===== src/rtl/video_gen.sv =====
// -----------------------------------------------------------------------------
// video_gen
//
// Character-mode video generator for a 40x25 text display. It follows the bus
// timing generator's slot strobes. It drives the video RAM address, then the
// character ROM address. It captures the returned bytes from the shared data
// bus and shifts the glyph row out as a 1-bit pixel stream. Horizontal and
// vertical sync are generated alongside the pixel stream.
//
// Slot sequence (16 cycles):
//   RAM strobe (2 cycles) -> char_q captured on the 2nd cycle
//   ROM strobe (2 cycles) -> glyph row loaded on the 2nd cycle, slot ends
//   8 pixels, each held 2 cycles, until the next ROM capture
//
// Ports:
//   clk_16_i            16 MHz clock (only clock)
//   reset_n_i           asynchronous active-low reset
//   video_ram_enable_i  video RAM slot strobe (2 cycles every 16)
//   video_rom_enable_i  character ROM slot strobe (2 cycles after RAM strobe)
//   pixel_ce_i          pixel clock enable, every second cycle
//   gfx_i               character set select (ROM address MSB)
//   bus_data_i[7:0]     shared data bus
//   ram_addr_o[9:0]     video RAM address (row_base + h_count)
//   rom_addr_o[10:0]    character ROM address {gfx, char[6:0], scanline}
//   video_o             pixel output, 1 = lit
//   display_en_o        current 8-pixel slot is in the visible area
//   hsync_o / vsync_o   active-high sync pulses
// -----------------------------------------------------------------------------
module video_gen #(
  parameter int COLS        = 40,
  parameter int ROWS        = 25,
  parameter int H_TOTAL     = 64,
  parameter int HSYNC_START = 48,
  parameter int HSYNC_WIDTH = 4,
  parameter int V_TOTAL     = 260,
  parameter int VSYNC_START = 220,
  parameter int VSYNC_WIDTH = 4
) (
  input  logic        clk_16_i,
  input  logic        reset_n_i,
  input  logic        video_ram_enable_i,
  input  logic        video_rom_enable_i,
  input  logic        pixel_ce_i,
  input  logic        gfx_i,
  input  logic [7:0]  bus_data_i,
  output logic [9:0]  ram_addr_o,
  output logic [10:0] rom_addr_o,
  output logic        video_o,
  output logic        display_en_o,
  output logic        hsync_o,
  output logic        vsync_o
);

  localparam int HW        = $clog2(H_TOTAL);
  localparam int VW        = $clog2(V_TOTAL);
  localparam int VIS_LINES = ROWS * 8;

  // State registers
  logic          ram_en_prev_q, ram_en_prev_d;
  logic          rom_en_prev_q, rom_en_prev_d;
  logic [7:0]    char_q, char_d;
  logic [7:0]    shift_q, shift_d;
  logic [HW-1:0] h_count_q, h_count_d;
  logic [VW-1:0] v_count_q, v_count_d;
  logic [9:0]    row_base_q, row_base_d;
  logic          display_en_q, display_en_d;
  logic          hsync_q, hsync_d;
  logic          vsync_q, vsync_d;

  logic          ram_cap;
  logic          rom_cap;
  logic [7:0]    load_pattern;

  // Bit 7 of the character code inverts the whole glyph row (reverse video).
  for (genvar gi = 0; gi < 8; gi++) begin : g_load
    assign load_pattern[gi] = bus_data_i[gi] ^ char_q[7];
  end

  always_comb begin
    // Capture fires on the second (and any later) consecutive strobe cycle,
    // so a single-cycle glitch on a strobe never captures.
    ram_cap = video_ram_enable_i & ram_en_prev_q;
    rom_cap = video_rom_enable_i & rom_en_prev_q;

    ram_en_prev_d = video_ram_enable_i;
    rom_en_prev_d = video_rom_enable_i;
    char_d        = char_q;
    shift_d       = shift_q;
    h_count_d     = h_count_q;
    v_count_d     = v_count_q;
    row_base_d    = row_base_q;
    display_en_d  = display_en_q;

    if (ram_cap) begin
      char_d = bus_data_i;
    end

    // Loading a new glyph row wins over shifting on the same cycle.
    if (rom_cap) begin
      shift_d = load_pattern;
    end else if (pixel_ce_i) begin
      shift_d = {shift_q[6:0], 1'b0};
    end

    // The slot ends on ROM capture: visibility is latched for the slot just
    // fetched, then the horizontal position advances.
    if (rom_cap) begin
      display_en_d = (int'(h_count_q) < COLS) && (int'(v_count_q) < VIS_LINES);
      if (int'(h_count_q) == H_TOTAL - 1) begin
        h_count_d = '0;
        if (int'(v_count_q) == V_TOTAL - 1) begin
          v_count_d  = '0;
          row_base_d = '0;
        end else begin
          v_count_d = v_count_q + VW'(1);
          // Last scanline of a visible character row: step to the next row
          // of the screen buffer.
          if (v_count_q[2:0] == 3'd7 && int'(v_count_q) < VIS_LINES) begin
            row_base_d = row_base_q + 10'(COLS);
          end
        end
      end else begin
        h_count_d = h_count_q + HW'(1);
      end
    end

    // Sync flags are decoded from the next counter values so that the
    // registered flags always match the registered counters.
    hsync_d = (int'(h_count_d) >= HSYNC_START) &&
              (int'(h_count_d) <  HSYNC_START + HSYNC_WIDTH);
    vsync_d = (int'(v_count_d) >= VSYNC_START) &&
              (int'(v_count_d) <  VSYNC_START + VSYNC_WIDTH);
  end

  always_ff @(posedge clk_16_i or negedge reset_n_i) begin
    if (!reset_n_i) begin
      ram_en_prev_q <= 1'b0;
      rom_en_prev_q <= 1'b0;
      char_q        <= '0;
      shift_q       <= '0;
      h_count_q     <= '0;
      v_count_q     <= '0;
      row_base_q    <= '0;
      display_en_q  <= 1'b0;
      hsync_q       <= 1'b0;
      vsync_q       <= 1'b0;
    end else begin
      ram_en_prev_q <= ram_en_prev_d;
      rom_en_prev_q <= rom_en_prev_d;
      char_q        <= char_d;
      shift_q       <= shift_d;
      h_count_q     <= h_count_d;
      v_count_q     <= v_count_d;
      row_base_q    <= row_base_d;
      display_en_q  <= display_en_d;
      hsync_q       <= hsync_d;
      vsync_q       <= vsync_d;
    end
  end

  // Fetches during blanking still go out; their data is simply never shown.
  assign ram_addr_o   = row_base_q + 10'(h_count_q);
  assign rom_addr_o   = {gfx_i, char_q[6:0], v_count_q[2:0]};
  assign video_o      = shift_q[7] & display_en_q;
  assign display_en_o = display_en_q;
  assign hsync_o      = hsync_q;
  assign vsync_o      = vsync_q;

endmodule


===== config.mk =====
export PLATFORM = sky130hd
export DESIGN_NAME = video_gen
export DESIGN_NICKNAME = d
export VERILOG_FILES = /design/src/rtl/video_gen.sv
export SDC_FILE = /design/constraint.sdc
export NUM_CORES = 1
export LEC_CHECK = 0
export BUFFER_PORTS_ARGS = -buffer_cell sky130_fd_sc_hd__buf_2
export CORE_ASPECT_RATIO = 0.9
export CORE_MARGIN = 2
export CORE_UTILIZATION = 55
export CTS_BUF_LIST = sky130_fd_sc_hd__clkbuf_4 sky130_fd_sc_hd__clkbuf_8
export CTS_CLUSTER_SIZE = 40
export DETAILED_ROUTE_END_ITERATION = 10
export PLACE_DENSITY = 0.78
export SETUP_SLACK_MARGIN = 0.05
export SYNTH_ARGS = -nofsm -noshare
export SYNTH_HDL_FRONTEND = slang
export SYNTH_SLANG_ARGS = --single-unit

===== constraint.sdc =====
create_clock -name clk_16_i -period 2.4 [get_ports clk_16_i]
set_input_delay 0.12 -clock clk_16_i [delete_from_list [all_inputs] [get_ports clk_16_i]]
set_output_delay 0.12 -clock clk_16_i [all_outputs]
set_load 0.1 [all_outputs]

### Word level (Yosys, flattened, before mapping)

Index checks and enable logic that the tools add are counted.

* bits in registers: 46
* input bits: 14
* output and inout port bits: 25
* logic and storage cells: 50

* add/sub/neg operators: 4
* magnitude comparators: 6
* equal/unequal tests: 3
* multiplexer cells: 9
* bitwise logic cells: 11
* reductions and logical operators: 7

Operators by type and width (count)
* $mux W9: 3
* $mux W10: 2
* $lt A9 B8 Y1 const B: 2
* $mux W8: 2
* $lt A6 B6 Y1 const B: 2
* $mux W6: 2
* $add A10 B6 Y10: 1
* $add A10 B6 Y10 const B: 1
* $add A9 B1 Y9 const B: 1
* $eq A9 B9 Y1 const B: 1
* $ge A9 B8 Y1 const B: 1
* $xor A1 B1 Y1: 8
* $add A6 B1 Y6 const B: 1
* $eq A6 B1 Y1 const B: 1
* $ge A6 B6 Y1 const B: 1
* $logic_and A1 B1 Y1: 4
* $reduce_bool A2 Y1: 2
* $and A1 B1 Y1: 3
* $eq A3 B3 Y1 const B: 1
* $reduce_and A3 Y1: 1

### Logic depth before layout (Yosys ltp)

Gate-level depths: netlist of the first run.

* word-level depth: 6
* mapped depth: 6
* gate-level depth less buffers: 6

### Worst setup path before layout of the first run

No wires, ideal clock.

* path type: reg-to-output
* start point: register h_count_q[4]
* end point: output port ram_addr_o[8]
* arrival time: 2.694 ns
* required time: 2.280 ns
* setup slack: -0.414 ns
* stages on the path, launching flop included: 7
* buffers on the path: 0
* cell sequence: dfrtp_1 > ha_1 > a21oi_1 > nor2b_1 > nor2_1 > nor2_1 > xor2_1

* word-level cells in the longest chain between the ends: 1

Ends and longest elaborated chain
* start: declaration: RTL line 63 `logic [HW-1:0] h_count_q, h_count_d;`
* start signal: assignment: RTL line 152 `h_count_q <= h_count_d;`
* $add A10 B6 Y10: RTL line 162 `assign ram_addr_o = row_base_q + 10'(h_count_q);`
* end: declaration: RTL line 46 `output logic [9:0] ram_addr_o,`

No other way between the ends.

### Final worst setup path of the first run

* start point: register h_count_q[4]
* end point: output port ram_addr_o[9]

The elaborated chain is that of the path after synthesis.

==> metrics, run 1 <==
status=finished, violations left; failing checks=hold timing; fin util=66.0%; Post-Route Setup TNS=0 ns; area leader, netlist=dfrtp_1; Gate power share=40.0%; DRT iter0 DRCs=92; later-pin clock latency in the skew report=0.29 ns; DRT Pass-1 Iters=4; multi-input logic area=0.00119 mm2; TritonCTS Sinks=43; Crit path largest cell delay=0.45 ns; Rel. slew slack=37.8%; WP data required=2.28 ns; Final Cycle Share=90.5%; Die Wd=73.2 um; RSZ-0062 raised after global routing=no; DR vias/cell=5.38; antenna cells=0; Mapped Area=0.00237 mm2; Area growth, synth to finish=14.3%; Clock Path Buffers=2; kind of critical path=flop to primary output; critical path arrival=2.05 ns; power share of the clock group=19.9%; Final HPWL DP=3.10 mm; Leakage=0.00128 uW; ys async rst share=100%; Fmax achieved=0.460 GHz; endpoints failing hold=43; Gate Count Post-Synth=227; number of max-cap violations=0; die area=0.00485 mm2; setup violation total in the final timing report=0; Post-synth EDFFs=0; post-CTS setup buffers=0; Pint=1240 uW; Nets=275; DRC Markers=0; top cells by area, synth=dfrtp_1 45%, xor2_1 6.7%, mux2_2 4.8%; critical path launch point type=flop; Peak VDD IR=780 uV; vias in the first global route=1,619; Psw=1080 uW; Fillers=321; pre-CTS setup slack=0.370 ns; top cells by count, synth=43 x dfrtp_1, 24 x nand2_1, 18 x xor2_1; yosys warns=0; CORE AREA=0.00410 mm2; antenna viol nets, final=0; GRT overflow=0; largest net degree at the start of global routing=44; Tmin final=2.17 ns; first-pass GRT wire length=7.37 mm; TritonCTS Buffers=5; register bit total from synthesis=43; DR WL/cell=13.9 um; CTS tree=done; initial antenna violation count=0; Routed WL=4.20 mm; PnR worst setup slack=0.228 ns; syn avg cell area=10.4 um2; Hold Path Class=primary input to asynchronous set/reset pin; Setup crit end kind=primary output; Final Wtd Congestion=0.811; CTS H-tree depth=2; worst hold slack=-0.0276 ns; Die H=66.2 um; Flop pwr share=40.1%; I/O pin total=39; GRT Total Usage=19.8%; PwrDens=858 mW/mm2; Synthesized Nets=248; fin. max-slew vios=0; CP max stage cell=dfrtp_1; Vias=1,629; worst-margin pin slew=0.932 ns; Seq/Total Area, Yosys=45.5%; Clock transition at path regs=0.08 ns; Root Driver=clkbuf_8; CP max FO=6; Main synth FF type=dfrtp_1; CP Cell Sequence=ha_1, a21oi_2, nor2b_1, nor2_2, nor2_1, xor2_2, buf_12; Port Buf Inserts=36; switching fraction of total power=46.4%; layout cells sized above 1=29.4%; post-synth top area share=45.5%; storage element area=0.00108 mm2; most numerous cell in the Yosys netlist=dfrtp_1; Clock Skew=0.00477 ns; row count=22; Distinct cells, synth=44; starting density of the core=57.7%
repair_timing:
| item | CTS | global route |
|---|---|---|
| hold buffers | 2 | 0 |
| endpoints found under the hold margin | 2 | 0 |
| endpoints found under the setup margin | 2 | 3 |
| cloned | 0 | 0 |
| resized for setup | 1 | 2 |
path summary, 6_finish.rpt:
check | end | cells past startpoint | startpoint | slack, ns
max | ram_addr_o[9] | 7 | h_count_q[4]$_DFF_PN0_ | 0.23
min | row_base_q[9]$_DFFE_PN0P_ | 1 | reset_n_i | -0.03
max reg2reg | vsync_o$_DFF_PN0_ | 7 | h_count_q[0]$_DFF_PN0_ | 0.47
min reg2reg | char_q[4]$_DFFE_PN0P_ | 1 | char_q[4]$_DFFE_PN0P_ | 0.51
max in group asynchronous | display_en_o$_DFFE_PN0P_ | 1 | reset_n_i | 1.86
min in group clk_16_i | char_q[6]$_DFFE_PN0P_ | 2 | bus_data_i[6] | 0.09
state kept, by name, summed over array words and instances (netlist names):
register,count
vsync_o,1
v_count_q,9
char_q,8
rom_en_prev_q,1
h_count_q,6
display_en_o,1
row_base_q,7
ram_en_prev_q,1
shift_q,8
hsync_o,1
cells by family after synthesis:
| family | after synthesis | synth area share (%) |
|---|---|---|
| adders and majority gates | 7 | 3.70 |
| DFF | 43 | 45.5 |
| buffers and inverters | 24 | 6.29 |
| AOI/OAI and AO/OA | 30 | 8.40 |
| and+or+nand+nor | 79 | 18.3 |
| muxes | 19 | 8.56 |
| xor gates and xnor gates | 25 | 9.25 |
stage by stage:
step,power [uW],instance area (um2),cells
finish,2320,2710,303
global route,2430,2710,303
CTS,2330,2700,303
detailed placement,1870,2590,293
global placement,1860,2590,293
floorplan,1770,2400,227
placed cells by master (no fill, tap or decap), types with 3 or more instances in the layout:
| cell type | instances |
|---|---|
| and2_1 | 3 |
| o21ai_0 | 15 |
| xnor2_1 | 4 |
| inv_1 | 3 |
| nand2b_1 | 3 |
| ha_1 | 7 |
| xnor2_2 | 3 |
| buf_4 | 3 |
| buf_12 | 4 |
| nand2_1 | 24 |
| xor2_1 | 16 |
| buf_2 | 32 |
| mux2_2 | 10 |
| clkbuf_8 | 5 |
| nor2_1 | 13 |
| nand3_1 | 9 |
| mux2i_1 | 9 |
| dfrtp_1 | 43 |
final cells by class:
type / instances / share of cell area, %
multi-input cells: 160 / 43.8
clock inverters: 1 / 0.185
inverters: 3 / 0.416
repair buffers: 41 / 10.5
well taps: 48 / 2.22
clock buffers: 7 / 3.10
flip-flops and latches: 43 / 39.8
power by group through the flow:
| stage | clock [uW] | sequential (uW) | combinational [uW] |
|---|---|---|---|
| after detailed placement | 0 | 942 | 925 |
| final | 461 | 930 | 929 |
| after global routing | 508 | 949 | 976 |
| after floorplan | 0 | 1000 | 768 |
| after CTS | 471 | 930 | 932 |
| after global placement | 0 | 937 | 918 |
critical path: cells and delay by family, from the launching register on:
| family | cells | cell delay (ns) |
|---|---|---|
| fa+ha+maj | 1 | 0.36 |
| buf+inv | 1 | 0.20 |
| flops | 1 | 0.45 |
| compound gates | 1 | 0.21 |
| simple gates | 3 | 0.37 |
| xor+xnor | 1 | 0.18 |
routing by layer:
metal / vias up / routed length (um) / GRT usage, %
met3: 6 / 139 / 4.12
met4: 0 / 54 / 5.56
met1: 766 / 2140 / 27.9
li1: 830 / - / -
met5: - / 0 / 0
met2: 27 / 1860 / 30.9
Power figures use the tool's default switching activity.
==> run 2, diff against run 1 <==
--- a/config.mk
+++ b/config.mk
@@ -6,7 +6,7 @@
 export NUM_CORES = 1
 export LEC_CHECK = 0
 export BUFFER_PORTS_ARGS = -buffer_cell sky130_fd_sc_hd__buf_2
-export CORE_ASPECT_RATIO = 0.9
+export CORE_ASPECT_RATIO = 1.75
 export CORE_MARGIN = 2
 export CORE_UTILIZATION = 55
 export CTS_BUF_LIST = sky130_fd_sc_hd__clkbuf_4 sky130_fd_sc_hd__clkbuf_8
==> run 2 against run 1 <==
  * The run now ends clean
  * Via count up 2.8%
  * Fmax down 0.10%
  * Sequential share of layout area decreased by 0.17 points
  * Clock power about the same
  * Final cell count grew 0.66%
  * Die area up 0.41%
  * First-iteration DRC count fell by 58%
  * Cell area grew 0.42%
  * Setup slack worse by 0.0022 ns
  * Sequential cell count unchanged
  * Utilization is 0.50 points lower
  * Worst hold slack improved by 0.12 ns
  * Critical path type unchanged
  * Largest cell class unchanged
==> metrics, run 2 (synthesis gave the netlist of run 1 again) <==
r2r endpoint=vsync_o$_DFF_PN0_; DR vias/cell=5.49 (+2.1%); Fillers=354 (+10%); Gate power share=40.1% (about the same); worst-margin pin slew=0.950 ns (+0.0175 ns); Setup crit end kind=primary output; largest net degree at the start of global routing=44 (unchanged); antenna cells=0 (unchanged); GRT Total Usage=21.0% (+1.2 points); Final HPWL DP=3.46 mm (+11%); critical path arrival=2.05 ns (about the same); Clock Skew=0.00625 ns (+0.00148 ns); TritonCTS Sinks=43 (unchanged); Flop pwr share=40.0% (about the same); Root Driver=clkbuf_8; Nets=276 (+0.36%); design area=0.00272 mm2 (+0.42%); Die H=90.8 um (+37%); Peak VDD IR=560 uV (-28%); Leakage=0.00128 uW (+0.33%); CP max FO=6 (unchanged); PwrDens=855 mW/mm2 (-0.35%); FF-to-FF setup slack=0.41 ns (-0.06 ns); Tmin final=2.17 ns (+0.00224 ns); R2R cell count=6 (-1); Clock Path Buffers=2 (unchanged); worst hold slack=0.0898 ns (+0.117 ns); end of the critical path=ram_addr_o[7]; vias in the first global route=1,646 (+1.7%); DR WL/cell=15.0 um (+8.2%); RSZ-0062 raised after global routing=no; number of max-cap violations=0 (unchanged); switching fraction of total power=46.4% (about the same); CTS tree=done; CTS H-tree depth=2 (unchanged); critical path launch point type=flop; row count=31 (+41%); DRT iter0 DRCs=39 (-58%); DRT Pass-1 Iters=4 (unchanged); setup violation total in the final timing report=0 (unchanged); fin. max-slew vios=0 (unchanged); starting density of the core=57.0% (-0.68 points); layout cells sized above 1=29.3% (-0.11 points); Vias=1,675 (+2.8%); Clock transition at path regs=0.08 ns (about the same); Psw=1080 uW (about the same); Die Wd=53.6 um (-27%); TritonCTS Buffers=5 (unchanged); Largest register FFs=9 (unchanged); WP data required=2.28 ns (about the same); Critical Path Start=h_count_q[4]$_DFF_PN0_; Port Buf Inserts=36 (unchanged); Fmax achieved=0.460 GHz (-0.10%); Rel. slew slack=36.7% (-1.2 points); Tot Pwr=2320 uW (about the same); Routed WL=4.57 mm (+8.9%); CORE AREA=0.00415 mm2 (+1.2%); Final Wtd Congestion=0.824 (+1.5%); commonest non-fill, non-tap cell in the layout=dfrtp_1; DRC Markers=0 (unchanged); endpoints failing hold=0 (-100%); register bank with the most flops=v_count_q; I/O pin total=39 (unchanged); GRT overflow=0 (unchanged); largest registers=v_count_q (9), char_q (8), shift_q (8); Pint=1250 uW (about the same); first-pass GRT wire length=7.45 mm (+1.0%); antenna viol nets, final=0 (unchanged); status=finished clean; initial antenna violation count=0 (unchanged); later-pin clock latency in the skew report=0.29 ns (about the same); CP max stage cell=dfrtp_1; critical register-to-register path startpoint=h_count_q[0]$_DFF_PN0_; Hold Path Class=primary input to flop; CP Cell Sequence=ha_1, a21oi_2, nor2b_1, o21ai_0, xnor2_2, buf_12; Final Cycle Share=90.6% (+0.093 points); Crit path largest cell delay=0.44 ns (about the same); Area growth, synth to finish=14.7%; kind of critical path=flop to primary output; Post-Place Cell Area=0.00259 mm2 (about the same); fin util=65.5% (-0.50 points); most frequent cells in the layout=43 x dfrtp_1, 32 x buf_2, 24 x nand2_1; post-CTS setup buffers=0 (unchanged); power share of the clock group=19.8% (about the same); die area=0.00487 mm2 (+0.41%)
## run 2: cell count changes in the layout (fill, tap and decap cells not counted), sizes merged
cell / change
dlygate4sd3: +1
## run 2: worst min path at each step
| stage | from | to | cells past startpoint |
|---|---|---|---|
| 2_1_floorplan | reset_n_i | char_q[0]$_DFFE_PN0P_ | 0 |
| 3_3_place_gp | gfx_i | rom_addr_o[10] | 0 |
| 3_5_place_dp | gfx_i | rom_addr_o[10] | 0 |
| 4_1_cts | bus_data_i[4] | char_q[4]$_DFFE_PN0P_ | 2 |
| 5_1_grt | bus_data_i[4] | char_q[4]$_DFFE_PN0P_ | 2 |
| 6_report | bus_data_i[4] | char_q[4]$_DFFE_PN0P_ | 2 |
## run 2: cell type report
cell class	instances	area, um2	area share (%)
Multi-Input combinational cell	160	1190	43.7
Sequential cell	43	1080	39.6
Timing Repair Buffer	42	293	10.8
Clock buffer	7	83.8	3.09
Tap cell	49	61.3	2.26
Inverter	3	11.3	0.415
Clock inverter	1	5.00	0.184
## run 2: critical path: cells and delay by family, from the launching register on
kind | cells | cell delay [ns]
AOI/OAI and AO/OA | 2 | 0.50
xor gates and xnor gates | 1 | 0.17
adders and majority gates | 1 | 0.35
buffers and inverters | 1 | 0.20
DFF | 1 | 0.44
and+or+nand+nor | 1 | 0.10
## run 2: routing by layer
layer / part of all wire, % / track usage [%] / vias up
met3: 4.0 / 4.47 / 7
met2: 54 / 35.6 / 46
met5: 0 / 0 / -
li1: - / - / 829
met4: 2.1 / 9.19 / 0
met1: 40 / 24.1 / 793
## run 2: timing repair
action / CTS / global route
resized for setup: 1 / 1
endpoints found under the setup margin: 2 / 2
hold endpoints to repair: 13 / 0
hold buffers: 3 / 0
## run 2: through the flow
step                      setup TNS (ns)  worst slack (ns)  cells
after detailed placement               0             0.343    294
final                                  0             0.226    305
after floorplan                  -0.0386           -0.0193    227
after global placement                 0             0.383    294
after global routing                   0            0.0613    305
after CTS                              0             0.107    305
## run 2: power groups by stage
stage                     Sequential (uW)  Clock [uW]  Combinational (uW)
after floorplan                      1000           0                 768
after global placement                939           0                 926
after detailed placement              945           0                 933
after CTS                             931         481                 941
after global routing                  951         512                 983
final                                 929         460                 932
==> run 3, diff against run 2 <==
--- a/config.mk
+++ b/config.mk
@@ -13,7 +13,7 @@
 export CTS_CLUSTER_SIZE = 40
 export DETAILED_ROUTE_END_ITERATION = 10
 export PLACE_DENSITY = 0.78
-export SETUP_SLACK_MARGIN = 0.05
+export SETUP_SLACK_MARGIN = 0.4
 export SYNTH_ARGS = -nofsm -noshare
 export SYNTH_HDL_FRONTEND = slang
 export SYNTH_SLANG_ARGS = --single-unit
==> run 3 against run 2 <==
  * Sequential share of layout area decreased by 2.6 points
  * Combinational power increased by 8%
  * Power increased by 8.5%
  * Clock-buffer cell count decreased by 2
  * First-iteration DRC count decreased by 18%
  * Cell area increased by 7.4%
  * Clock power increased by 25%
  * Routed wire length increased by 8.6%
  * Setup slack improved by 0.21 ns
  * Sequential power increased by 0.6%
  * Critical path depth unchanged
  * Register-to-register slack improved by 0.08 ns
==> metrics, run 3 (synthesis gave the netlist of run 1 again) <==
Nets=284 (+2.9%); GRT overflow=0 (unchanged); status=finished clean; DR vias/cell=5.74 (+4.5%); CORE AREA=0.00415 mm2 (unchanged); Routed WL=4.96 mm (+8.6%); RSZ-0062 raised after global routing=yes; antenna viol nets, final=0 (unchanged); Leakage=0.00135 uW (+5.2%); R2R cell count=7 (+1); GRT Total Usage=22.4% (+1.4 points); largest net degree at the start of global routing=44 (unchanged); Final HPWL DP=3.47 mm (+0.32%); antenna cells=0 (unchanged); DRT iter0 DRCs=32 (-18%); vias in the first global route=1,806 (+9.7%); initial antenna violation count=0 (unchanged); Clock Path Buffers=2 (unchanged); DR WL/cell=15.9 um (+5.8%); Rel. slew slack=36.6% (-0.074 points); CP Cell Sequence=ha_4, nor2b_4, nor2_4, nor2_2, xor2_2, buf_12; commonest non-fill, non-tap cell in the layout=dfrtp_1; CTS H-tree depth=2 (unchanged); CTS tree=done; fin. max-slew vios=0 (unchanged); Die H=90.8 um (unchanged); HP Start=bus_data_i[7]; die area=0.00487 mm2 (unchanged); Clock transition at path regs=0.09 ns (about the same); Hold Path Class=primary input to flop; Post-Route Setup TNS=0 ns (unchanged); register bank with the most flops=v_count_q; critical register-to-register path startpoint=h_count_q[0]$_DFF_PN0_; worst-margin pin slew=0.951 ns (+0.00110 ns); FF-to-FF setup slack=0.49 ns (+0.08 ns); row count=31 (unchanged); Tmin final=1.96 ns (-0.214 ns); TritonCTS Buffers=5 (unchanged); critical path launch point type=flop; Fmax achieved=0.510 GHz (+11%); Top delay family on crit path=flip-flops; later-pin clock latency in the skew report=0.30 ns (about the same); I/O pin total=39 (unchanged); setup violation total in the final timing report=0 (unchanged); Clock Skew=0.00674 ns (+0.000486 ns); r2r endpoint=vsync_o$_DFF_PN0_; Crit path largest cell delay=0.45 ns (about the same); first-pass GRT wire length=8.05 mm (+8.1%); Port Buf Inserts=36 (unchanged); number of max-cap violations=0 (unchanged); endpoints failing hold=0 (unchanged); worst hold slack=0.0726 ns (-0.0172 ns); CP max stage cell=dfrtp_1; number of buffers and inverters on the critical path=1 (unchanged); CP max FO=4 (-2); Root Driver=clkbuf_8; PwrDens=863 mW/mm2 (+1.0%); Area growth, synth to finish=23.3%; Vias=1,797 (+7.3%); WHS Endpoint=char_q[7]$_DFFE_PN0P_; DRT Pass-1 Iters=4 (unchanged); Final Wtd Congestion=0.851 (+3.4%); Largest register FFs=9 (unchanged); Setup crit end kind=primary output; largest registers=v_count_q (9), char_q (8), shift_q (8); Fillers=314 (-11%); Peak VDD IR=691 uV (+23%); WP data required=2.28 ns (about the same); starting density of the core=57.0% (unchanged); critical path arrival=1.84 ns (-0.21 ns); TritonCTS Sinks=43 (unchanged); kind of critical path=flop to primary output; most frequent cells in the layout=41 x dfrtp_1, 31 x buf_2, 24 x nand2_1; DRC Markers=0 (unchanged); Min-Delay Path Depth=2 (unchanged); Die Wd=53.6 um (unchanged); Final Cycle Share=81.7% (-8.9 points); layout cells sized above 1=36.0% (+6.7 points)
[run 3: layout make-up]
cell class / instances / area [um2] / area share [%]
Timing Repair Buffer: 50 / 350 / 12.0
Multi-Input combinational cell: 160 / 1300 / 44.7
Clock inverter: 3 / 43.8 / 1.50
Tap cell: 49 / 61.3 / 2.10
Sequential cell: 43 / 1080 / 37.0
Clock buffer: 5 / 68.8 / 2.36
Inverter: 3 / 11.3 / 0.386
[run 3: through the flow]
stage | power (uW) | std cells | util (%) | instance area, um2 | worst slack [ns]
6_report | 2520 | 313 | 70.3 | 2920 | 0.440
3_5_place_dp | 1880 | 294 | 62.1 | 2580 | 0.328
4_1_cts | 2490 | 309 | 68.5 | 2840 | 0.367
3_3_place_gp | 1860 | 294 | 62.1 | 2580 | 0.374
2_1_floorplan | 1770 | 227 | - | 2440 | 0.0937
5_1_grt | 2640 | 313 | 70.3 | 2920 | 0.300
[run 3: per-layer routing]
metal | track usage, % | share of wire [%]
met4 | 11.5 | 2.6
met2 | 40.5 | 57
met5 | 0 | 0
met1 | 22.8 | 37
met3 | 3.81 | 3.1
[run 3: worst register-to-register path: stages, from the launching register on]
cell     delay [ns]
dfrtp_1        0.40
ha_1           0.27
nand4_4        0.17
nor4_2         0.36
buf_4          0.19
mux2i_1        0.20
nand3_1        0.11
nor3_2         0.14
[run 3: what timing repair did]
action	CTS	global route
gates resized for setup	21	9
buffers inserted	4	4
setup endpoints to repair	5	5
hold buffers	3	0
hold endpoints to repair	45	0
pin swaps	3	1
cloned	0	0
[run 3: worst max-delay path by stage]
stage / end / from / cells past startpoint / slack (ns)
after global placement: ram_addr_o[8] / h_count_q[4]$_DFF_PN0_ / 7 / 0.37
after floorplan: ram_addr_o[4] / h_count_q[4]$_DFF_PN0_ / 2 / 0.09
final: ram_addr_o[8] / row_base_q[5]$_DFFE_PN0P_ / 6 / 0.44
after CTS: ram_addr_o[8] / h_count_q[5]$_DFF_PN0_ / 6 / 0.37
after detailed placement: ram_addr_o[8] / h_count_q[4]$_DFF_PN0_ / 7 / 0.33
after global routing: vsync_o$_DFF_PN0_ / h_count_q[0]$_DFF_PN0_ / 7 / 0.30
[run 3: where the power goes]
part / leakage [uW] / internal [uW] / total [uW] / switching, uW
Clock: 0.0000581 / 310 / 573 / 263
Sequential: 0.000545 / 830 / 935 / 105
Combinational: 0.000748 / 239 / 1010 / 772
Total: 0.00135 / 1380 / 2520 / 1140
